## src/rtl/adder_if.sv

```systemverilog
// adder_if: operand/result bundle for the ripple adder.
//   master modport (driver side): drives a, b, c_in, in_valid; observes results.
//   slave  modport (adder side) : consumes operands, drives
//     sum/c_out/ovf (combinational) and sum_q/c_out_q/ovf_q/out_valid (registered).
// Parameter WIDTH (1..32) sets operand and sum width.
interface adder_if #(
  parameter int WIDTH = 4
);
  logic [WIDTH-1:0] a;
  logic [WIDTH-1:0] b;
  logic             c_in;
  logic             in_valid;
  logic [WIDTH-1:0] sum;
  logic             c_out;
  logic             ovf;
  logic [WIDTH-1:0] sum_q;
  logic             c_out_q;
  logic             ovf_q;
  logic             out_valid;

  modport master (
    output a, b, c_in, in_valid,
    input  sum, c_out, ovf, sum_q, c_out_q, ovf_q, out_valid
  );

  modport slave (
    input  a, b, c_in, in_valid,
    output sum, c_out, ovf, sum_q, c_out_q, ovf_q, out_valid
  );
endinterface

```

## src/rtl/adder.sv

```systemverilog
// adder: WIDTH-bit ripple-carry adder with a one-cycle registered copy.
//   clk  : rising-edge clock for registered outputs
//   rst  : synchronous active-high reset (clears registered outputs only)
//   bus  : adder_if.slave
//     a, b, c_in, in_valid            -> operands and capture qualifier
//     sum, c_out, ovf                 <- combinational result
//     sum_q, c_out_q, ovf_q, out_valid <- result captured on in_valid
// Optional feature: define ADDER_OVF_EN to compute signed overflow; when
// undefined, ovf and ovf_q are tied low and no overflow logic exists.

// One full-adder bit of the ripple chain.
module adder_fa (
  input  logic a,
  input  logic b,
  input  logic ci,
  output logic s,
  output logic co
);
  assign s  = a ^ b ^ ci;
  assign co = (a & b) | (a & ci) | (b & ci);
endmodule

module adder #(
  parameter int WIDTH = 4
) (
  input  logic   clk,
  input  logic   rst,
  adder_if.slave bus
);

  logic [WIDTH:0]   carry;
  logic [WIDTH-1:0] sum_w;
  logic             ovf_w;
  // vld_pipe[0] is the incoming qualifier, vld_pipe[1] the registered flag.
  logic [1:0]       vld_pipe;

  assign carry[0] = bus.c_in;

  for (genvar i = 0; i < WIDTH; i++) begin : g_bit
    adder_fa u_fa (
      .a  (bus.a[i]),
      .b  (bus.b[i]),
      .ci (carry[i]),
      .s  (sum_w[i]),
      .co (carry[i+1])
    );
  end

`ifdef ADDER_OVF_EN
  // Carry into the sign bit differing from carry out of it means signed overflow.
  assign ovf_w = carry[WIDTH] ^ carry[WIDTH-1];
`else
  assign ovf_w = 1'b0;
`endif

  assign bus.sum   = sum_w;
  assign bus.c_out = carry[WIDTH];
  assign bus.ovf   = ovf_w;

  assign vld_pipe[0] = bus.in_valid;

  // Result registers hold when in_valid is low; reset beats a capture.
  always_ff @(posedge clk) begin
    if (rst) begin
      bus.sum_q   <= '0;
      bus.c_out_q <= 1'b0;
      vld_pipe[1] <= 1'b0;
    end else begin
      vld_pipe[1] <= vld_pipe[0];
      if (vld_pipe[0]) begin
        bus.sum_q   <= sum_w;
        bus.c_out_q <= carry[WIDTH];
      end
    end
  end

`ifdef ADDER_OVF_EN
  logic ovf_r;
  always_ff @(posedge clk) begin
    if (rst)               ovf_r <= 1'b0;
    else if (vld_pipe[0])  ovf_r <= ovf_w;
  end
  assign bus.ovf_q = ovf_r;
`else
  assign bus.ovf_q = 1'b0;
`endif

  assign bus.out_valid = vld_pipe[1];

endmodule

```

## src/flat_wrapper.sv

```systemverilog
// flat-port wrapper written by rule: the top's interface ports become plain ports
module adder_flat 
#(
  parameter int WIDTH = 4
)
  (clk, rst, bus_a, bus_b, bus_c_in, bus_in_valid, bus_sum, bus_c_out, bus_ovf, bus_sum_q, bus_c_out_q, bus_ovf_q, bus_out_valid);
  adder_if #(.WIDTH(WIDTH)) bus_i ();
  input  logic clk;
  input  logic rst;
  input wire logic [$bits(bus_i.a)-1:0] bus_a;
  input wire logic [$bits(bus_i.b)-1:0] bus_b;
  input wire logic [$bits(bus_i.c_in)-1:0] bus_c_in;
  input wire logic [$bits(bus_i.in_valid)-1:0] bus_in_valid;
  output wire logic [$bits(bus_i.sum)-1:0] bus_sum;
  output wire logic [$bits(bus_i.c_out)-1:0] bus_c_out;
  output wire logic [$bits(bus_i.ovf)-1:0] bus_ovf;
  output wire logic [$bits(bus_i.sum_q)-1:0] bus_sum_q;
  output wire logic [$bits(bus_i.c_out_q)-1:0] bus_c_out_q;
  output wire logic [$bits(bus_i.ovf_q)-1:0] bus_ovf_q;
  output wire logic [$bits(bus_i.out_valid)-1:0] bus_out_valid;
  assign bus_i.a = bus_a;
  assign bus_i.b = bus_b;
  assign bus_i.c_in = bus_c_in;
  assign bus_i.in_valid = bus_in_valid;
  assign bus_sum = bus_i.sum;
  assign bus_c_out = bus_i.c_out;
  assign bus_ovf = bus_i.ovf;
  assign bus_sum_q = bus_i.sum_q;
  assign bus_c_out_q = bus_i.c_out_q;
  assign bus_ovf_q = bus_i.ovf_q;
  assign bus_out_valid = bus_i.out_valid;
  adder #(.WIDTH(WIDTH)) u_core (.clk(clk), .rst(rst), .bus(bus_i));
endmodule
```

## config.mk

```make
export PLATFORM = sky130hd
export DESIGN_NAME = adder_flat
export DESIGN_NICKNAME = d
export VERILOG_FILES = /design/src/rtl/adder_if.sv /design/src/rtl/adder.sv /design/src/flat_wrapper.sv
export SDC_FILE = /design/constraint.sdc
export NUM_CORES = 1
export LEC_CHECK = 0
export BUFFER_PORTS_ARGS = -buffer_cell sky130_fd_sc_hd__buf_2
export CAP_MARGIN = 20
export CORE_AREA = 3 3 40 42
export CTS_CLUSTER_SIZE = 28
export DETAILED_ROUTE_END_ITERATION = 6
export DIE_AREA = 0 0 43 45
export PLACE_DENSITY = 0.65
export SYNTH_ARGS = -nofsm -noshare
export SYNTH_HDL_FRONTEND = slang
export SYNTH_SLANG_ARGS = --single-unit
```

## constraint.sdc

```tcl
create_clock -name clk -period 2.3 [get_ports clk]
set_input_delay 0.115 -clock clk [delete_from_list [all_inputs] [get_ports clk]]
set_output_delay 0.115 -clock clk [all_outputs]
set_load 0.01 [all_outputs]
```

Yosys cells after proc, flatten, opt, wreduce, memory -nomap -nowiden
Index checks and enable logic that the tools add are counted.
Widths: inputs -> output; s select.
{"block": "word_totals", "ff_bits": 6, "inputBits": 12}
{"block": "op_classes", "bitwise": 28}
{"cell": "$and 1x1->1", "n": 12}
{"cell": "$or 1x1->1", "n": 8}
{"cell": "$xor 1x1->1", "n": 8}

Logic depth before layout (Yosys ltp)
Gate-level depths: netlist (run 1).
{"block": "depth", "ltp_word": 12, "mapped_depth": 9, "depth_no_buf": 8}

Modules after synthesis
Synthesis (run 1) repeated with hierarchy kept, for this count alone.
{"block": "unflattened", "cells_unflattened": 25, "hier_area_um2": 305.3}
{"mod": "adder", "n_inst": 1, "cells_each": 21, "area_per_inst_um2": 225.2, "seq_area_each_um2": 120.1}
{"mod": "adder_fa", "n_inst": 4, "cells_each": 1, "area_per_inst_um2": 20.0, "seq_area_each_um2": 0.0}

Least setup slack after synthesis (run 1)
No wires, ideal clock.
{"block": "synth_path", "path_kind": "input -> output", "start": "in bus_c_in", "end": "out bus_sum[3]", "t_arrival_ns": 1.760, "required_time_ns": 2.185, "setup_slack_ns": 0.425, "stages": 9, "path_cell_list": "inv_1 > fa_1 > inv_1 > fa_1 > fa_1 > inv_1 > fa_1 > inv_1 > buf_4"}
{"block": "synth_via", "elab_chain_cells": 10, "elab_cells_between_ends": 13, "cone_classes": "bitwise (13)"}
{"item": "start: declaration", "line_no": "flat_wrapper.sv:12", "text": "input wire logic [$bits(bus_i.c_in)-1:0] bus_c_in;"}
{"item": "$and 1x1->1", "line_no": "adder.sv:20", "text": "assign co = (a & b) | (a & ci) | (b & ci);"}
{"item": "$or 1x1->1", "line_no": "adder.sv:20"}
{"item": "$or 1x1->1 *", "line_no": "adder.sv:20"}
{"item": "$and 1x1->1", "line_no": "adder.sv:20"}
{"item": "$or 1x1->1", "line_no": "adder.sv:20"}
{"item": "$or 1x1->1 *", "line_no": "adder.sv:20"}
{"item": "$and 1x1->1", "line_no": "adder.sv:20"}
{"item": "$or 1x1->1", "line_no": "adder.sv:20"}
{"item": "$or 1x1->1 *", "line_no": "adder.sv:20"}
{"item": "$xor 1x1->1 *", "line_no": "adder.sv:19", "text": "assign s = a ^ b ^ ci;"}
{"item": "end: declaration", "line_no": "flat_wrapper.sv:14", "text": "output wire logic [$bits(bus_i.sum)-1:0] bus_sum;"}
Mark *: on every way between the ends. The rest lies on a longest branch, timed or not.

Worst setup path in the final report (run 1)
Same ends and word-level chain as after synthesis.

==> impl_metrics.json, run 1 <==
{
  "dp.cells": 70,
  "num_vias": 285,
  "fin_ws_ns": 0.251,
  "drt_pass1_iterations": 2,
  "ys_seq_elements": 6,
  "critPathTopFamily": "adder cells",
  "hold_viol_final": 0,
  "status": "complete, no violations",
  "dpl-instance-area_um2": 459,
  "dp_hpwl_um": 556,
  "multi_input_area_um2": 173,
  "grt_max_degree": 10,
  "antenna_found_initial": 0,
  "htree_levels": 1,
  "max_freq_mhz": 488,
  "slowest_stage": "fa_1",
  "wl_um": 629,
  "gp_congestion": 0.539,
  "die_area_um2": 1940,
  "synth_most_common_cell": "inv_1",
  "drive_gt1_share_pct": 50.0,
  "synth_common_cells": "inv_1 (10), buf_4 (6), dfxtp_1 (6), fa_1 (4), nor2_1 (4)",
  "die_y_um": 45,
  "cp.buffers_inverters": 6,
  "cp_data_arrival_time_ns": 1.93,
  "crit_required_ns": 2.18,
  "cts_buffers": 3,
  "p_leak_uw": 0.000274,
  "synth_edf_count": 0,
  "drc": 0,
  "stdcell_count": 73,
  "syn_to_final_growth_pct": 25.8,
  "fill_cells": 138,
  "cp-startpoint": "bus_c_in",
  "io_pins": 25,
  "layout.nets": 76,
  "met2WireLength_um": 291,
  "finalSetupTns_ns": 0,
  "top_layer": "met3",
  "ant_nets": 0,
  "synth_ff_type": "dfxtp_1",
  "yosys_warnings": 0,
  "cts_root_buf": "clkbuf_4",
  "cts_sinks": 6,
  "pre_cts_slack_ns": 0.224,
  "synth_area_um2": 383,
  "grtUsageTotal_pct": 7.73,
  "end_kind": "output pin",
  "worstPathCellList": "buf_2 -> inv_1 -> fa_1 -> inv_1 -> fa_1 -> fa_1 -> inv_1 -> fa_1 -> inv_1 -> buf_2",
  "syn_avg_cell_area_um2": 9.82,
  "yosysUniqueCellTypes": 11,
  "postLayoutCellArea_um2": 482,
  "cp_max_fo": 2,
  "core_um2": 1280,
  "start_util_pct": 29.8,
  "rsz0062_at_grt": "no",
  "hp-class": "input pin to flip-flop",
  "min_period_over_period_pct": 89.1,
  "min_period_ns": 2.05,
  "grt.overflow.total": 0,
  "vdd_drop_max_mv": 0.254,
  "drtIter0Drc": 1,
  "regArea_um2": 120,
  "slew_viol_final": 0,
  "cts_resized": 0,
  "cp-start-kind": "input pin",
  "io_buffers": 22,
  "yosysSeqAreaShare_pct": 31.4,
  "skew_ns": 0,
  "grt_first_pass_wirelength_um": 1050,
  "wire_per_inst_um": 8.62,
  "postCtsSetupBuffers": 0,
  "syn_inst": 39,
  "ctsLongestPathBuffers": 2,
  "insertion_delay_ns": 0.24,
  "wl_met3_um": 82,
  "powerDensity_nw_per_um2": 628,
  "r2r_start": "u_core.bus.c_out_q",
  "diodes": 0,
  "async_reset_ff_share_pct": 0,
  "slowest_delay_ns": 0.44,
  "wl_met1_um": 256,
  "maxCapViolCount": 0,
  "yosys.area.top_type": "dfxtp_1",
  "ys_top_cells_by_area": "dfxtp_1 (31%), fa_1 (21%), buf_4 (12%)",
  "die_x_um": 43,
  "rows": 13,
  "hold_path.startpoint": "rst",
  "finalSetupViolCount": 0,
  "viasPerCell": 3.90,
  "path_clk_slew_ns": 0.04,
  "grt_pass1_vias": 248,
  "critPathKind": "input pin to output pin",
  "cts_tree": "done",
  "hold_buffers": 0,
  "synth_top_area_share_pct": 31.4
}
[report_power, final]
part / internal, uW / total [uW] / leakage [uW] / switching [uW]
sequential: 114 / 118 / 0.0000498 / 4.08
combinational: 42.2 / 91.6 / 0.000211 / 49.4
clock: 58.8 / 92.9 / 0.0000138 / 34.2
total: 215 / 302 / 0.000274 / 87.6
[cell families after synthesis]
family | Yosys count | synth area share, %
DFF | 6 | 31.4
AOI/OAI and AO/OA | 3 | 9.80
buffers and inverters | 17 | 24.5
other | 1 | 0.979
muxes | 2 | 5.23
and+or+nand+nor | 6 | 7.19
adders and majority gates | 4 | 20.9
[flip-flops by register name, summed over array words and instances, names as in the netlist]
register	count
u_core.bus.sum_q	4
u_core.bus.c_out_q	1
u_core.bus.out_valid	1
[per-layer routing]
| layer | up-vias | track usage, % |
|---|---|---|
| met4 | 0 | 3.61 |
| met5 | - | 0 |
| li1 | 148 | - |
| met2 | 14 | 10.2 |
| met1 | 123 | 8.91 |
| met3 | 0 | 6.37 |
[path summary, 6_finish.rpt]
| kind | end | slack (ns) | cells past startpoint |
|---|---|---|---|
| hold / removal | u_core.bus.c_out_q | 0.14 | 2 |
| hold reg to reg | u_core.bus.sum_q[1] | 0.49 | 2 |
| setup reg to reg | u_core.bus.c_out_q | 1.67 | 2 |
| setup / recovery | bus_sum[3] | 0.25 | 10 |
[final cells by class]
type / instances / share of cell area (%)
Inverter: 10 / 7.79
Tap cell: 15 / 3.90
Timing Repair Buffer: 22 / 22.9
Multi-Input combinational cell: 17 / 35.8
Clock buffer: 3 / 4.68
Sequential cell: 6 / 24.9
[cell usage in the layout, fill, tap and decap left out]
cell type,instances
nor2b_1,1
inv_1,10
dfxtp_1,6
buf_2,22
fa_1,4
nor2_1,4
conb_1,2
a211oi_2,3
nor2_2,1
clkbuf_4,3
mux2i_1,2
[through the flow]
| stage | hold WS (ns) | total power [uW] | utilization (%) |
|---|---|---|---|
| 4_1_cts | 0.124 | 311 | 37.5 |
| 3_5_place_dp | 0.382 | 213 | 35.7 |
| 2_1_floorplan | 0.180 | 194 | - |
| 6_report | 0.135 | 302 | 37.5 |
| 3_3_place_gp | 0.384 | 212 | 35.7 |
| 5_1_grt | 0.147 | 326 | 37.5 |
Power figures use the tool's default switching activity.
==> inputs of run 2 (changes only) <==
--- a/config.mk
+++ b/config.mk
@@ -5,13 +5,14 @@
 export SDC_FILE = /design/constraint.sdc
 export NUM_CORES = 1
 export LEC_CHECK = 0
+export ABC_AREA = 1
 export BUFFER_PORTS_ARGS = -buffer_cell sky130_fd_sc_hd__buf_2
 export CAP_MARGIN = 20
 export CORE_AREA = 3 3 40 42
 export CTS_CLUSTER_SIZE = 28
 export DETAILED_ROUTE_END_ITERATION = 6
 export DIE_AREA = 0 0 43 45
-export PLACE_DENSITY = 0.65
+export PLACE_DENSITY = 0.66
 export SYNTH_ARGS = -nofsm -noshare
 export SYNTH_HDL_FRONTEND = slang
 export SYNTH_SLANG_ARGS = --single-unit
==> run 2 against run 1 <==
Compared with the run above: count of clock-buffer cells in the layout is the same; synthesized cell count up 26%; fmax up 1.9%; sequential power about the same; die area did not move; via count grew 13%; critical path depth is the same; worst hold slack worse by 0.097 ns; utilization grew 0.19 points; global-route usage is 1.3 points higher; flip-flop and latch count did not move; critical endpoint unchanged; largest power group unchanged.
==> impl_metrics.json, run 2 <==
{
  "status": "complete, no violations",
  "critPathTopFamily": "adder cells",
  "rsz0062_at_grt": "no",
  "drtIter0Drc": 1,
  "synth_top_family_by_area": "buffers and inverters",
  "die_area_um2": 1940,
  "syn_avg_cell_area_um2": 7.86,
  "core_um2": 1280,
  "rows": 13,
  "crit_required_ns": 2.18,
  "yosys_warnings": 0,
  "p_leak_uw": 0.000300,
  "drt_pass1_iterations": 2,
  "io_pins": 25,
  "num_vias": 321,
  "htree_levels": 1,
  "synth_xor_area_share_pct": 0,
  "cp_data_arrival_time_ns": 1.90,
  "hold_path.startpoint": "rst",
  "slew_viol_final": 0,
  "muxShareOfSynthArea_pct": 0,
  "slowest_stage": "fa_1",
  "path_clk_slew_ns": 0.04,
  "total_power_uw": 302,
  "p_clk_share_pct": 31.5,
  "grt_pass1_vias": 302,
  "dp.cells": 80,
  "max_freq_mhz": 497,
  "synth_common_cells": "inv_1 (12), nor2_1 (10), buf_4 (6), dfxtp_1 (6)",
  "synth_top_area_share_pct": 31.2,
  "dp_hpwl_um": 568,
  "powerDensity_nw_per_um2": 623,
  "io_buffers": 22,
  "synth_adder_area_share_pct": 20.8,
  "yosysSeqAreaShare_pct": 31.2,
  "rr_worst_depth": 2,
  "antenna_found_initial": 0,
  "insertion_delay_ns": 0.24,
  "slowest_delay_ns": 0.42,
  "cts_buffers": 3,
  "worst-path-stages": 10,
  "viasPerCell": 3.87,
  "hold_buffers": 0,
  "yosysUniqueCellTypes": 11,
  "min_path_cells": 2,
  "die_x_um": 43,
  "syn_to_final_growth_pct": 25.6,
  "cp_max_fo": 2,
  "drive_gt1_share_pct": 39.7,
  "syn_inst": 49,
  "grt_first_pass_wirelength_um": 1210,
  "min_period_ns": 2.01,
  "wire_per_inst_um": 7.92,
  "grt.overflow.total": 0,
  "synth_ff_type": "dfxtp_1",
  "ctsLongestPathBuffers": 2,
  "async_reset_ff_share_pct": 0,
  "grt_max_degree": 10,
  "skew_ns": 0,
  "ant_nets": 0,
  "postCtsSetupBuffers": 0,
  "largest_reg_flops": 4,
  "fill_cells": 148,
  "drc": 0,
  "diodes": 0,
  "min_period_over_period_pct": 87.5,
  "critPathKind": "input pin to output pin",
  "maxCapViolCount": 0,
  "finalSetupViolCount": 0,
  "start_util_pct": 30.0,
  "synth_compound_area_share_pct": 3.90,
  "wl_um": 657,
  "ys_seq_elements": 6,
  "worstPathCellList": "buf_2 -> inv_1 -> fa_1 -> inv_1 -> fa_1 -> fa_1 -> inv_1 -> fa_1 -> inv_1 -> buf_2",
  "cts_root_buf": "clkbuf_4",
  "cts_tree": "done",
  "mostFrequentLayoutCells": "buf_2 (22), inv_1 (12), nor2_1 (10)",
  "switching_share_pct": 29.6,
  "synth_edf_count": 0,
  "ys_top_cells_by_area": "dfxtp_1 (31%), fa_1 (21%), buf_4 (12%)",
  "gp_congestion": 0.675,
  "stdcell_count": 83,
  "seq_power_share_pct": 38.8,
  "cts_sinks": 6,
  "layout.nets": 86,
  "yosys.area.top_type": "dfxtp_1",
  "synth_most_common_cell": "inv_1",
  "cp-start-kind": "input pin",
  "finalSetupTns_ns": 0,
  "cp.buffers_inverters": 6,
  "die_y_um": 45,
  "hold_viol_final": 0,
  "hp-class": "input pin to flip-flop",
  "synthSimpleGateAreaFrac_pct": 15.3,
  "grtUsageTotal_pct": 9.06,
  "cp-startpoint": "bus_c_in",
  "combPwrFrac_pct": 29.7,
  "top_register": "u_core.bus.sum_q",
  "p_int_uw": 212,
  "end_kind": "output pin",
  "vdd_drop_max_mv": 0.314,
  "cts_resized": 0,
  "synth_area_um2": 385,
  "r2r_start": "u_core.bus.sum_q[1]",
  "final_common_cell": "buf_2",
  "p_switching_uw": 89.3
}
run 2: cell types whose count changed in the layout (fill, tap and decap cells not counted):
cell      delta
nor2_1       +6
nand2_1      +4
a211oi_2     -3
o21ai_1      +3
inv_1        +2
mux2i_1      -2
inv_4        +1
nand2_2      +1
nor2_2       -1
nor2b_1      -1
run 2: worst register-to-register path, delay by kind of cell, from the launching register on:
family / cells / cell delay, ns
AO/OA/AOI/OAI: 1 / 0.12
flip-flops: 1 / 0.30
AND/OR/NAND/NOR: 1 / 0.05
run 2: cells by family after synthesis:
family                   count (synthesis)
AO/OA/AOI/OAI                            3
adder cells (fa/ha/maj)                  4
buffers and inverters                   20
flip-flops                               6
other                                    1
AND/OR/NAND/NOR                         15
run 2: power groups by stage:
stage          Combinational (uW)  Sequential (uW)  Clock, uW
4_1_cts                      92.1              117        101
3_5_place_dp                 91.4              119          0
6_report                     89.5              117       95.0
5_1_grt                       104              118        110
3_3_place_gp                 90.6              119          0
2_1_floorplan                69.4              124          0
run 2: layout make-up:
class	instances	area, um^2	share of cell area, %
multi-input combinational	24	161	33.3
timing repair buffer	22	110	22.7
sequential	6	120	24.8
clock buffer	3	22.5	4.65
tap	15	18.8	3.88
inverter	13	51.3	10.6
run 2: final timing paths:
kind                                to  slack [ns]
setup reg to reg   u_core.bus.sum_q[1]        1.73
setup / recovery            bus_sum[3]        0.29
hold reg to reg    u_core.bus.sum_q[3]        0.46
hold / removal    u_core.bus.out_valid        0.04
run 2: per-stage QoR:
| step | util [%] | area, um^2 | setup WS, ns | hold WS (ns) |
|---|---|---|---|---|
| 6_report | 37.7 | 484 | 0.288 | 0.0387 |
| 2_1_floorplan | - | 389 | 0.443 | 0.186 |
| 5_1_grt | 37.7 | 484 | 0.167 | 0.0333 |
| 4_1_cts | 37.7 | 484 | 0.281 | 0.0299 |
| 3_3_place_gp | 35.9 | 462 | 0.285 | 0.288 |
| 3_5_place_dp | 35.9 | 462 | 0.286 | 0.290 |
run 2: routing by layer:
layer	track usage (%)	wire length, um	share of wire [%]	vias to the layer above
met1	8.87	255	39	133
met2	14.1	297	45	19
li1	-	-	-	167
met3	6.37	94	14	2
met4	5.42	9	1.4	0
met5	0	0	0	-
